## config.mk

```make
export PLATFORM = sky130hd
export DESIGN_NAME = mem_arbiter
export DESIGN_NICKNAME = d
export VERILOG_FILES = /design/src/rtl/mem_arbiter.sv
export SDC_FILE = /design/constraint.sdc
export NUM_CORES = 1
export LEC_CHECK = 0
export ABC_CLOCK_PERIOD_IN_PS = 3850
export CAP_MARGIN = 15
export CORE_ASPECT_RATIO = 1.4
export CORE_MARGIN = 2
export CORE_UTILIZATION = 30
export DETAILED_ROUTE_END_ITERATION = 8
export GPL_ROUTABILITY_DRIVEN = 0
export PLACE_DENSITY = 0.69
export SLEW_MARGIN = 5
export SYNTH_ARGS = -nofsm -noshare
export SYNTH_HDL_FRONTEND = slang
export SYNTH_SLANG_ARGS = --single-unit
```

## constraint.sdc

```tcl
create_clock -name Clock -period 3.85 [get_ports Clock]
set_input_delay 0.5775 -clock Clock [delete_from_list [all_inputs] [get_ports Clock]]
set_output_delay 0.5775 -clock Clock [all_outputs]
set_load 0.02 [all_outputs]
```

## src/rtl/mem_arbiter.sv

```systemverilog
// Two-port (CPU / debug loader) arbiter in front of a single-port synchronous RAM.
// One RAM access in flight at a time; ties are broken against the last grant.
module mem_arbiter (
  input  logic        Clock,
  input  logic        Reset,
  input  logic        cpu_req,
  input  logic        cpu_we,
  input  logic [8:0]  cpu_addr,
  input  logic [31:0] cpu_wdata,
  output logic [31:0] cpu_rdata,
  output logic        cpu_done,
  input  logic        dbg_req,
  input  logic        dbg_we,
  input  logic [8:0]  dbg_addr,
  input  logic [31:0] dbg_wdata,
  output logic [31:0] dbg_rdata,
  output logic        dbg_done,
  output logic [8:0]  mem_addr,
  output logic [31:0] mem_wdata,
  output logic        mem_we,
  output logic        mem_re,
  input  logic [31:0] mem_rdata,
  output logic        busy
);

  typedef enum logic [1:0] {
    IDLE   = 2'd0,
    ACCESS = 2'd1,
    RDWAIT = 2'd2,
    DONE   = 2'd3
  } state_t;

  state_t      state_r;
  state_t      next_state_s;
  logic        last_grant_r;
  logic        grant_r;
  logic        lat_we_r;
  logic        mem_we_r;
  logic        mem_re_r;

  logic        arb_valid_s;
  logic        arb_port_s;
  logic        take_s;
  logic        sel_we_s;
  logic [8:0]  sel_addr_s;
  logic [31:0] sel_wdata_s;
  logic        mem_we_d_s;
  logic        mem_re_d_s;
  logic        cpu_done_d_s;
  logic        dbg_done_d_s;
  logic        cap_cpu_s;
  logic        cap_dbg_s;

  // Arbitration: a lone requester wins, a tie goes to the port not served last.
  always_comb begin
    arb_valid_s = cpu_req | dbg_req;
    if (cpu_req && dbg_req) begin
      arb_port_s = ~last_grant_r;
    end else if (dbg_req) begin
      arb_port_s = 1'b1;
    end else begin
      arb_port_s = 1'b0;
    end
  end

  // State register.
  always_ff @(posedge Clock) begin
    if (Reset) begin
      state_r <= IDLE;
    end else begin
      state_r <= next_state_s;
    end
  end

  // Next-state logic.
  always_comb begin
    next_state_s = state_r;
    case (state_r)
      IDLE: begin
        if (arb_valid_s) begin
          next_state_s = ACCESS;
        end else begin
          next_state_s = IDLE;
        end
      end
      ACCESS: begin
        if (lat_we_r) begin
          next_state_s = DONE;
        end else begin
          next_state_s = RDWAIT;
        end
      end
      RDWAIT:  next_state_s = DONE;
      DONE:    next_state_s = IDLE;
      default: next_state_s = IDLE;
    endcase
  end

  // Output decode: next values of the registered outputs and capture strobes.
  always_comb begin
    take_s       = (state_r == IDLE) && arb_valid_s;
    sel_we_s     = arb_port_s ? dbg_we    : cpu_we;
    sel_addr_s   = arb_port_s ? dbg_addr  : cpu_addr;
    sel_wdata_s  = arb_port_s ? dbg_wdata : cpu_wdata;
    mem_we_d_s   = take_s & sel_we_s;
    mem_re_d_s   = take_s & ~sel_we_s;
    cpu_done_d_s = (next_state_s == DONE) && (state_r != DONE) && !grant_r;
    dbg_done_d_s = (next_state_s == DONE) && (state_r != DONE) && grant_r;
    cap_cpu_s    = (state_r == RDWAIT) && !grant_r;
    cap_dbg_s    = (state_r == RDWAIT) && grant_r;
  end

  // Transaction capture, RAM strobes, read data and done pulses.
  always_ff @(posedge Clock) begin
    if (Reset) begin
      last_grant_r <= 1'b1;
      grant_r      <= 1'b0;
      lat_we_r     <= 1'b0;
      mem_addr     <= 9'h000;
      mem_wdata    <= 32'h0000_0000;
      mem_we_r     <= 1'b0;
      mem_re_r     <= 1'b0;
      cpu_rdata    <= 32'h0000_0000;
      dbg_rdata    <= 32'h0000_0000;
      cpu_done     <= 1'b0;
      dbg_done     <= 1'b0;
    end else begin
      if (take_s) begin
        last_grant_r <= arb_port_s;
        grant_r      <= arb_port_s;
        lat_we_r     <= sel_we_s;
        mem_addr     <= sel_addr_s;
        mem_wdata    <= sel_wdata_s;
      end
      mem_we_r <= mem_we_d_s;
      mem_re_r <= mem_re_d_s;
      if (cap_cpu_s) begin
        cpu_rdata <= mem_rdata;
      end
      if (cap_dbg_s) begin
        dbg_rdata <= mem_rdata;
      end
      cpu_done <= cpu_done_d_s;
      dbg_done <= dbg_done_d_s;
    end
  end

  // Reset in the ACCESS cycle must keep the RAM from committing the access.
  assign mem_we = mem_we_r & ~Reset;
  assign mem_re = mem_re_r & ~Reset;
  assign busy   = (state_r != IDLE);

endmodule

```

==> results_dict.tcl, run 1 <==
set metrics [dict create \
    status "completed" \
    nNetsFinal 887 \
    arrival_ns 1.82 \
    seq_area_frac_synth_pct 49.6 \
    period_needed_ns 2.40 \
    hold_buffers 0 \
    cts_buffers 17 \
    p_leak_uw 0.00276 \
    cts.sinks 114 \
    dr.pass1.iters 4 \
    design_area_um2 7630 \
    multi_input_area_um2 2100 \
    placed_cell_area_um2 7000 \
    syn_nets 674 \
    power.internal_uw 3010 \
    post-dp-hpwl_mm 9.80 \
    period_share_pct 62.3 \
    ant_nets 0 \
    seqPwrFrac_pct 32.8 \
    insertion_delay_ns 0.39 \
    io_buffer_count 229 \
    initial_core_util_pct 30.6 \
    power_frac_clock_pct 39.1 \
    netlist_area_um2 4610 \
    final_hold_viol_count 0 \
    synth-seq-cells 114 \
    regArea_um2 2280 \
    avgSynthCellArea_um2 8.37 \
    crit_path_max_fanout 7 \
    via_per_inst 4.63 \
    first_global_vias 4295 \
    die_w_um 109 \
    die_height_um 151 \
    syn_to_final_growth_pct 65.7 \
    ys_warn_count 0 \
    insertedDiodeCount 0 \
    fin_tns_setup_ns 0 \
    rows 53 \
    pin_count 230 \
    cts_tree "built" \
    overflow 0 \
    cp-end-kind "output port" \
    hold_path.class "reg -> reg" \
    coreArea_um2 15100 \
    vias 4477 \
    fillerInstances 1432 \
    yosysUniqueCellTypes 31 \
    netlist_instances 550 \
    rsz0062_at_grt "no" \
    worst-endpoint-required_ns 3.27 \
    wl_mm 14.6 \
    setup_viol 0 \
    switching_share_pct 29.9 \
    max_freq_mhz 417 \
    power_density_nw_per_um2 563 \
    cts-resized-gates 0 \
    routedWlPerCell_um 15.1 \
    critPathKind "reg -> out" \
    drv_slew 0 \
    grt_max_degree 62 \
    drt_iter0_drc 206 \
    combPwrFrac_pct 28.1 \
    cts_htree_levels 4 \
    finClkSkew_ns 0.00415 \
    ir_drop_mv 0.270 \
    relSlewSlack_pct 49.0 \
    antenna_found_initial 0 \
    numPlacedInstances 936 \
    startpoint_type "flop" \
    clk_pin_slew_ns 0.05 \
    remaining_drc_errors 0 \
    groute.usage.overall_pct 17.5 \
    cts_root_buffer "clkbuf_16" \
    final_common_cell "clkdlybuf4s50_1" \
    post_cts_buffers 0 \
    drive_above_1_share_pct 11.9 \
    worst_slew_pin_slew_ns 0.765 \
    grt_pass1_wl_mm 22.2 \
    switchingPower_uw 1290 \
    dieArea_um2 16400 \
    most-common-layout-cells "228 x clkdlybuf4s50_1, 170 x nand2_1, 114 x dfxtp_1, 100 x a21oi_1, 44 x nor2_1" \
    final_cells 968 \
    drv_cap 0 \
    clockBufferDepth 2 \
]
per-layer routing:
layer  wire [um]  share of wire, %  global-route usage, %
met1        5900                40                   19.9
met2        7220                49                   30.3
met3        1330               9.1                   6.36
met4         146               1.0                   5.26
met5           0                 0                      0
synthesized netlist by cell type, drive strengths merged:
| library cell | instances | area (um^2) |
|---|---|---|
| nor3b | 1 | 12.5 |
| and4 | 1 | 8.76 |
| dfxtp | 114 | 2280 |
| or2 | 1 | 6.26 |
| ha | 4 | 50.1 |
| mux2i | 1 | 10.0 |
| inv | 3 | 11.3 |
| a22oi | 1 | 7.51 |
| o21a | 1 | 7.51 |
| buf | 28 | 158 |
| a21bo | 1 | 10.0 |
| nor3 | 1 | 5.00 |
| nand2 | 170 | 638 |
| a21boi | 1 | 18.8 |
| nor2 | 44 | 165 |
| a31oi | 1 | 6.26 |
| a21oi | 107 | 562 |
| and4b | 1 | 10.0 |
| and2 | 1 | 6.26 |
| clkbuf | 18 | 68.8 |
| o21ai | 2 | 13.8 |
| nand2b | 1 | 6.26 |
| nor2b | 5 | 31.3 |
| a211oi | 42 | 510 |
layout make-up:
class / instances / area share [%]
inverters: 3 / 0.148
multi-input cells: 387 / 27.5
clock buffers: 23 / 6.26
clock inverters: 9 / 2.00
well taps: 192 / 3.15
flip-flops and latches: 114 / 29.9
repair buffers: 240 / 31.1
critical path: stages (launching register included):
cell and delay, ns:
dfxtp_1 0.36, inv_1 0.08, ha_1 0.31, inv_1 0.09
clkdlybuf4s50_1 0.59
flip-flops by register name, indices dropped and copies added (netlist names):
signal	cells
mem_wdata	32
lat_we_r	1
grant_r	1
dbg_rdata	32
dbg_done	1
mem_re_r	1
last_grant_r	1
mem_we_r	1
state_r	2
cpu_rdata	32
mem_addr	9
cpu_done	1
power by group through the flow:
| stage | combinational (uW) | clock [uW] | sequential (uW) |
|---|---|---|---|
| floorplan | 531 | 0 | 1600 |
| global placement | 1210 | 0 | 1430 |
| detailed placement | 1220 | 0 | 1440 |
| CTS | 1220 | 1730 | 1410 |
| global route | 1310 | 1780 | 1430 |
| finish | 1210 | 1680 | 1410 |
metrics by stage:
stage / setup WS, ns / hold slack (ns) / utilization, % / total power (uW)
2_1_floorplan: 2.05 / 0.478 / - / 2130
3_3_place_gp: 1.21 / 0.441 / 46.5 / 2640
3_5_place_dp: 1.18 / 0.446 / 46.5 / 2650
4_1_cts: 1.43 / 0.453 / 50.7 / 4360
5_1_grt: 1.35 / 0.468 / 50.7 / 4520
6_report: 1.45 / 0.451 / 50.7 / 4300
path summary, 6_finish.rpt:
kind,startpoint,end,slack [ns],cells after the start
setup / recovery,state_r[0],busy,1.45,4
hold / removal,cpu_rdata[6],cpu_rdata[6],0.45,2
setup reg to reg,state_r[0],mem_wdata[22],2.01,6
hold reg to reg,cpu_rdata[6],cpu_rdata[6],0.45,2
cells by family (layout without fill, tap and decap cells):
kind of cell / Yosys count / in the layout / synth area share [%]
AOI/OAI and AO/OA: 156 / 156 / 24.7
adders and majority gates: 4 / 4 / 1.09
buffers and inverters: 49 / 275 / 5.16
DFF: 114 / 114 / 49.6
muxes: 1 / 1 / 0.217
and+or+nand+nor: 226 / 226 / 19.3
No activity file was read; power rests on OpenSTA's default activity.
==> inputs of run 2 (changes only) <==
--- a/config.mk
+++ b/config.mk
@@ -5,14 +5,14 @@
 export SDC_FILE = /design/constraint.sdc
 export NUM_CORES = 1
 export LEC_CHECK = 0
-export ABC_CLOCK_PERIOD_IN_PS = 3850
+export ABC_CLOCK_PERIOD_IN_PS = 2100
 export CAP_MARGIN = 15
 export CORE_ASPECT_RATIO = 1.4
 export CORE_MARGIN = 2
 export CORE_UTILIZATION = 30
 export DETAILED_ROUTE_END_ITERATION = 8
 export GPL_ROUTABILITY_DRIVEN = 0
-export PLACE_DENSITY = 0.69
+export PLACE_DENSITY = 0.71
 export SLEW_MARGIN = 5
 export SYNTH_ARGS = -nofsm -noshare
 export SYNTH_HDL_FRONTEND = slang
==> constraint.sdc (replaced) <==
create_clock -name Clock -period 2.1 [get_ports Clock]
set_input_delay 0.315 -clock Clock [delete_from_list [all_inputs] [get_ports Clock]]
set_output_delay 0.315 -clock Clock [all_outputs]
set_load 0.02 [all_outputs]
==> results_dict.tcl, run 2 (synthesis gave the netlist of run 1 again) <==
set metrics [dict create \
    cts_root_buffer "clkbuf_16" \
    status "completed" \
    worst-endpoint-required_ns 1.78 \
    remaining_drc_errors 0 \
    cp_cell_sequence "inv_1, ha_1, inv_1, dlygate4sd2_1" \
    die_height_um 151 \
    overflow 0 \
    drv_slew 0 \
    post-dp-hpwl_mm 9.89 \
    cts_tree "built" \
    routedWlPerCell_um 14.9 \
    clk_pin_slew_ns 0.06 \
    crit_start "state_r[0]" \
    finClkSkew_ns 0.00815 \
    drt_iter0_drc 167 \
    coreArea_um2 15100 \
    grt_max_degree 58 \
    top_regs "cpu_rdata: 32 flops, dbg_rdata: 32 flops, mem_wdata: 32 flops" \
    first_global_vias 4312 \
    period_share_pct 88.6 \
    io_buffer_count 229 \
    power_density_nw_per_um2 1000 \
    r2r_setup_slack_ns 0.50 \
    die_w_um 109 \
    final_hold_viol_count 0 \
    final_common_cell "clkdlybuf4s50_1" \
    wl_mm 14.5 \
    period_needed_ns 1.86 \
    use_met2_pct 31.1 \
    syn_to_final_growth_pct 66.2 \
    nNetsFinal 892 \
    ir_drop_mv 0.491 \
    crit_path_max_fanout 7 \
    initial_core_util_pct 30.6 \
    crit_buf_inv 3 \
    worstReg2RegEnd "mem_wdata[7]" \
    crit_cells 4 \
    max_freq_mhz 537 \
    p_leak_uw 0.00279 \
    startpoint_type "flop" \
    cp_top_family "buffers and inverters" \
    dr.pass1.iters 4 \
    relSlewSlack_pct 54.8 \
    crit_end "busy" \
    rr_startpoint "state_r[0]" \
    groute.usage.overall_pct 17.3 \
    slowest_stage "dfxtp_1" \
    ant_nets 0 \
    grtUsageMet3_pct 6.32 \
    cts_htree_levels 4 \
    dieArea_um2 16400 \
    hold_path.class "in -> reg" \
    rsz0062_at_grt "no" \
    insertion_delay_ns 0.41 \
    busiest_layer "met2" \
    drv_cap 0 \
    cts_buffers 17 \
    via_per_inst 4.63 \
    arrival_ns 1.55 \
    cp-end-kind "output port" \
    drive_above_1_share_pct 12.6 \
    vias 4500 \
    worst_slew_pin_slew_ns 0.677 \
    met1_usage_pct 18.0 \
    worst_path_most_repeated_cell "inv_1" \
    hold_slack_ns 0.128 \
    pin_count 230 \
    setup_viol 0 \
    antenna_found_initial 0 \
    rows 53 \
    reg2reg_depth 6 \
    cts.sinks 114 \
    max_stage_delay_ns 0.35 \
    fin_tns_setup_ns 0 \
    critPathKind "reg -> out" \
    most-common-layout-cells "227 x clkdlybuf4s50_1, 170 x nand2_1, 114 x dfxtp_1, 100 x a21oi_1, 44 x nor2_1" \
    insertedDiodeCount 0 \
    grt_pass1_wl_mm 21.9 \
    clockBufferDepth 2 \
]
[run 2: cell types whose count changed in the layout (fill, tap and decap cells not counted)]
cell	previous run	this run
bufinv_16	4	2
buf_12	0	3
clkdlybuf4s50_1	228	227
clkinv_2	2	5
clkbuf_1	3	1
clkinv_4	0	1
buf_4	12	14
dlygate4sd2_1	0	1
clkinvlp_4	3	2
[run 2: per-layer routing]
layer / part of all wire [%] / vias to the layer above
met3: 8.8 / 19
met4: 1.9 / 0
met2: 51 / 158
met1: 39 / 2058
li1: - / 2265
met5: 0 / -
[run 2: worst min path at each step]
stage                     cells after the start             to           from
after CTS                                     2    mem_addr[4]          Reset
final                                         2    mem_addr[4]          Reset
after detailed placement                      2  cpu_rdata[21]  cpu_rdata[21]
after global placement                        2  cpu_rdata[21]  cpu_rdata[21]
after floorplan                               2   dbg_rdata[0]   mem_rdata[0]
after global routing                          2    mem_addr[2]          Reset
[run 2: worst register-to-register path: stages (launching register included)]
cell and delay, ns:
dfxtp_1 0.32, inv_1 0.08, ha_1 0.32, o21a_1 0.25, buf_4 0.27, nor2_1 0.08
a211oi_2 0.19
[run 2: where the power goes]
group	switching, uW	internal, uW	total [uW]
combinational	1210	1050	2260
clock	1010	1820	2830
sequential	141	2440	2580
[run 2: through the flow]
stage	total power [uW]	utilization [%]	std cells	instance area [um^2]	worst slack [ns]
6_report	7680	50.9	972	7650	0.239
5_1_grt	8060	50.9	972	7650	0.128
4_1_cts	7790	50.9	972	7650	0.208
3_5_place_dp	4920	47.0	941	7080	0.240
3_3_place_gp	4900	47.0	941	7080	0.275
2_1_floorplan	3900	-	550	4610	0.690
[run 2: timing repair]
action,in CTS,in global routing
resized for setup,1,0
setup endpoints to repair,1,0
hold buffers,0,0
buffers inserted,0,0
[run 2: layout make-up]
class	count	area, um^2
tap	192	240
fill	1453	7400
multi-input combinational	387	2100
clock buffer	21	470
sequential	114	2280
inverter	3	11.3
clock inverter	10	109
timing repair buffer	245	2450
==> inputs of run 3 (changes only) <==
--- a/config.mk
+++ b/config.mk
@@ -5,14 +5,14 @@
 export SDC_FILE = /design/constraint.sdc
 export NUM_CORES = 1
 export LEC_CHECK = 0
+export ABC_AREA = 1
 export ABC_CLOCK_PERIOD_IN_PS = 2100
 export CAP_MARGIN = 15
 export CORE_ASPECT_RATIO = 1.4
 export CORE_MARGIN = 2
 export CORE_UTILIZATION = 30
 export DETAILED_ROUTE_END_ITERATION = 8
-export GPL_ROUTABILITY_DRIVEN = 0
-export PLACE_DENSITY = 0.71
+export PLACE_DENSITY = 0.69
 export SLEW_MARGIN = 5
 export SYNTH_ARGS = -nofsm -noshare
 export SYNTH_HDL_FRONTEND = slang
==> results_dict.tcl, run 3 <==
set metrics [dict create \
    synth-seq-cells 114 \
    wl_mm 15.5 \
    max_freq_mhz 513 \
    yosys.area_share.xor_xnor_pct 0 \
    netlist_instances 733 \
    post-dp-hpwl_mm 10.6 \
    synth.most_common_cell "nor2_1" \
    overflow 0 \
    critPathKind "in -> out" \
    coreArea_um2 16700 \
    antenna_found_initial 0 \
    muxShareOfSynthArea_pct 0 \
    vias 5206 \
    switching_share_pct 32.3 \
    synthTopCellsByCount "218 x nor2_1, 137 x nand2_1, 114 x dfxtp_1, 64 x o21ai_0, 53 x inv_1" \
    netlist_area_um2 5070 \
    syn_to_final_growth_pct 60.2 \
    status "completed" \
    ir_drop_mv 0.572 \
    crit_start "Reset" \
    arrival_ns 1.64 \
    drv_slew 0 \
    first_global_vias 5016 \
    cts_root_buffer "clkbuf_16" \
    p_leak_uw 0.00347 \
    synth_ff_type "dfxtp_1" \
    seqPwrFrac_pct 32.8 \
    cp-end-kind "output port" \
    synth.area.top_cells "dfxtp_1 45%, nor2_1 16%, nand2_1 10%" \
    period_share_pct 92.9 \
    nNetsFinal 1072 \
    cts_tree "built" \
    final_common_cell "clkdlybuf4s50_1" \
    clk_pin_slew_ns 0.06 \
    worst-endpoint-required_ns 1.78 \
    initial_core_util_pct 30.4 \
    switchingPower_uw 2600 \
    finClkSkew_ns 0.00930 \
    crit_cells 3 \
    startpoint_type "input pin" \
    syn_nets 857 \
    hold_buffers 0 \
    crit_path_max_fanout 3 \
    most-common-layout-cells "227 x clkdlybuf4s50_1, 217 x nor2_1, 137 x nand2_1, 114 x dfxtp_1, 64 x o21ai_0" \
    ant_nets 0 \
    fin_tns_setup_ns 0 \
    dr.pass1.iters 6 \
    routedWlPerCell_um 13.3 \
    max_stage_delay_ns 0.62 \
    synth_top_family_by_area "simple AND/OR/NAND/NOR gates" \
    drt_iter0_drc 176 \
    cts_htree_levels 4 \
    via_per_inst 4.47 \
    cts.sinks 114 \
    cp_top_family "buffers and inverters" \
    relSlewSlack_pct 74.4 \
    top_regs "cpu_rdata: 32 flops, dbg_rdata: 32 flops, mem_wdata: 32 flops" \
    place.gp.congestion 0.773 \
    reg2reg_depth 8 \
    power.internal_uw 5460 \
    avgSynthCellArea_um2 6.91 \
    die_height_um 158 \
    rows 56 \
    crit_buf_inv 2 \
    seq_area_frac_synth_pct 45.0 \
    worst_path_most_repeated_cell "clkdlybuf4s50_1" \
    cts_buffers 17 \
    final_hold_viol_count 0 \
    groute.usage.overall_pct 17.4 \
    rr_startpoint "state_r[0]" \
    synthAdderAreaFrac_pct 0.987 \
    hold_path.class "reg -> reg" \
    async_flop_share_pct 0 \
    die_w_um 114 \
    drive_above_1_share_pct 5.72 \
    power_density_nw_per_um2 993 \
    yosysUniqueCellTypes 19 \
    dieArea_um2 18000 \
    worst_slew_pin_slew_ns 0.384 \
    rsz0062_at_grt "no" \
    grt_pass1_wl_mm 24.9 \
    cp_cell_sequence "clkdlybuf4s50_1, nor2_1, clkdlybuf4s50_1" \
    power_frac_clock_pct 36.0 \
    synth_edf_count 0 \
    worstReg2RegEnd "mem_addr[3]" \
    slowest_stage "clkdlybuf4s50_1" \
    combPwrFrac_pct 31.1 \
    remaining_drc_errors 0 \
    insertion_delay_ns 0.41 \
    grt_max_degree 69 \
    insertedDiodeCount 0 \
    r2r_setup_slack_ns 0.47 \
    hold_slack_ns 0.479 \
    period_needed_ns 1.95 \
    clockBufferDepth 2 \
    synth-compound-area-share_pct 12.8 \
    drv_cap 0 \
    setup_viol 0 \
    ys_warn_count 0 \
    synth-simple-area-share_pct 31.4 \
    crit_end "mem_we" \
    io_buffer_count 229 \
    pin_count 230 \
    synth_top_area_share_pct 45.0 \
    synth.largest_area_cell "dfxtp_1" \
]
run 3: changes by cell type after synthesis, sizes merged, moves of 42 or more:
cell and delta:
nand3 +46, o21ai +63, a211oi -42, nor2 +176, inv +51, a21oi -106
run 3: power groups by stage:
stage	Combinational, uW	Sequential, uW	Clock, uW
final	2510	2650	2910
after global routing	2790	2690	3090
after CTS	2550	2650	3000
after detailed placement	2540	2690	0
after global placement	2520	2680	0
after floorplan	1050	3060	0
run 3: stage by stage:
step           utilization [%]  std cells  power, uW  cell area [um^2]  setup slack, ns
2_1_floorplan                -        733       4100              5070            0.709
3_3_place_gp              45.1       1132       5200              7520           0.0954
3_5_place_dp              45.1       1132       5230              7520            0.112
4_1_cts                   48.7       1164       8200              8120            0.105
5_1_grt                   48.7       1164       8570              8120           0.0639
6_report                  48.7       1164       8070              8120            0.149
run 3: worst min-delay path by stage:
| stage | from | to | slack [ns] | cells after the start |
|---|---|---|---|---|
| 4_1_cts | last_grant_r | last_grant_r | 0.48 | 2 |
| 6_report | lat_we_r | lat_we_r | 0.48 | 2 |
| 3_5_place_dp | last_grant_r | last_grant_r | 0.46 | 2 |
| 3_3_place_gp | last_grant_r | last_grant_r | 0.46 | 2 |
| 2_1_floorplan | Reset | grant_r | 0.38 | 1 |
| 5_1_grt | dbg_rdata[21] | dbg_rdata[21] | 0.50 | 2 |
run 3: area by class of cell:
type / instances / area, um^2
flip-flops and latches: 114 / 2280
well taps: 203 / 254
fillers: 1694 / 8560
inverters: 54 / 203
repair buffers: 245 / 2480
clock inverters: 13 / 150
clock buffers: 19 / 453
multi-input cells: 516 / 2300
run 3: logic make-up (layout without fill, tap and decap cells):
family / Yosys count / count (layout)
simple gates: 405 / 405
flops: 114 / 114
compound gates: 107 / 107
buf+inv: 103 / 331
fa+ha+maj: 4 / 4
run 3: repair_timing:
item                                    in CTS  in global routing
gates resized for setup                      1                  0
endpoints found under the setup margin       1                  0
setup buffers                                0                  0
run 3: worst register-to-register path, cell delays in order, from the launching register on:
cell and delay (ns):
dfxtp_1 0.33, inv_1 0.09, ha_1 0.25, inv_1 0.13, nor2_4 0.29, buf_4 0.23
nand2_1 0.06, nor2_1 0.11, nor2_1 0.05
run 3: layer usage:
layer / vias to the layer above / global-route usage, % / share of wire (%)
met3: 19 / 5.51 / 6.8
met2: 160 / 31.7 / 50
met4: 0 / 5.57 / 1.6
met5: - / 0 / 0
li1: 2702 / - / -
met1: 2325 / 19.1 / 42
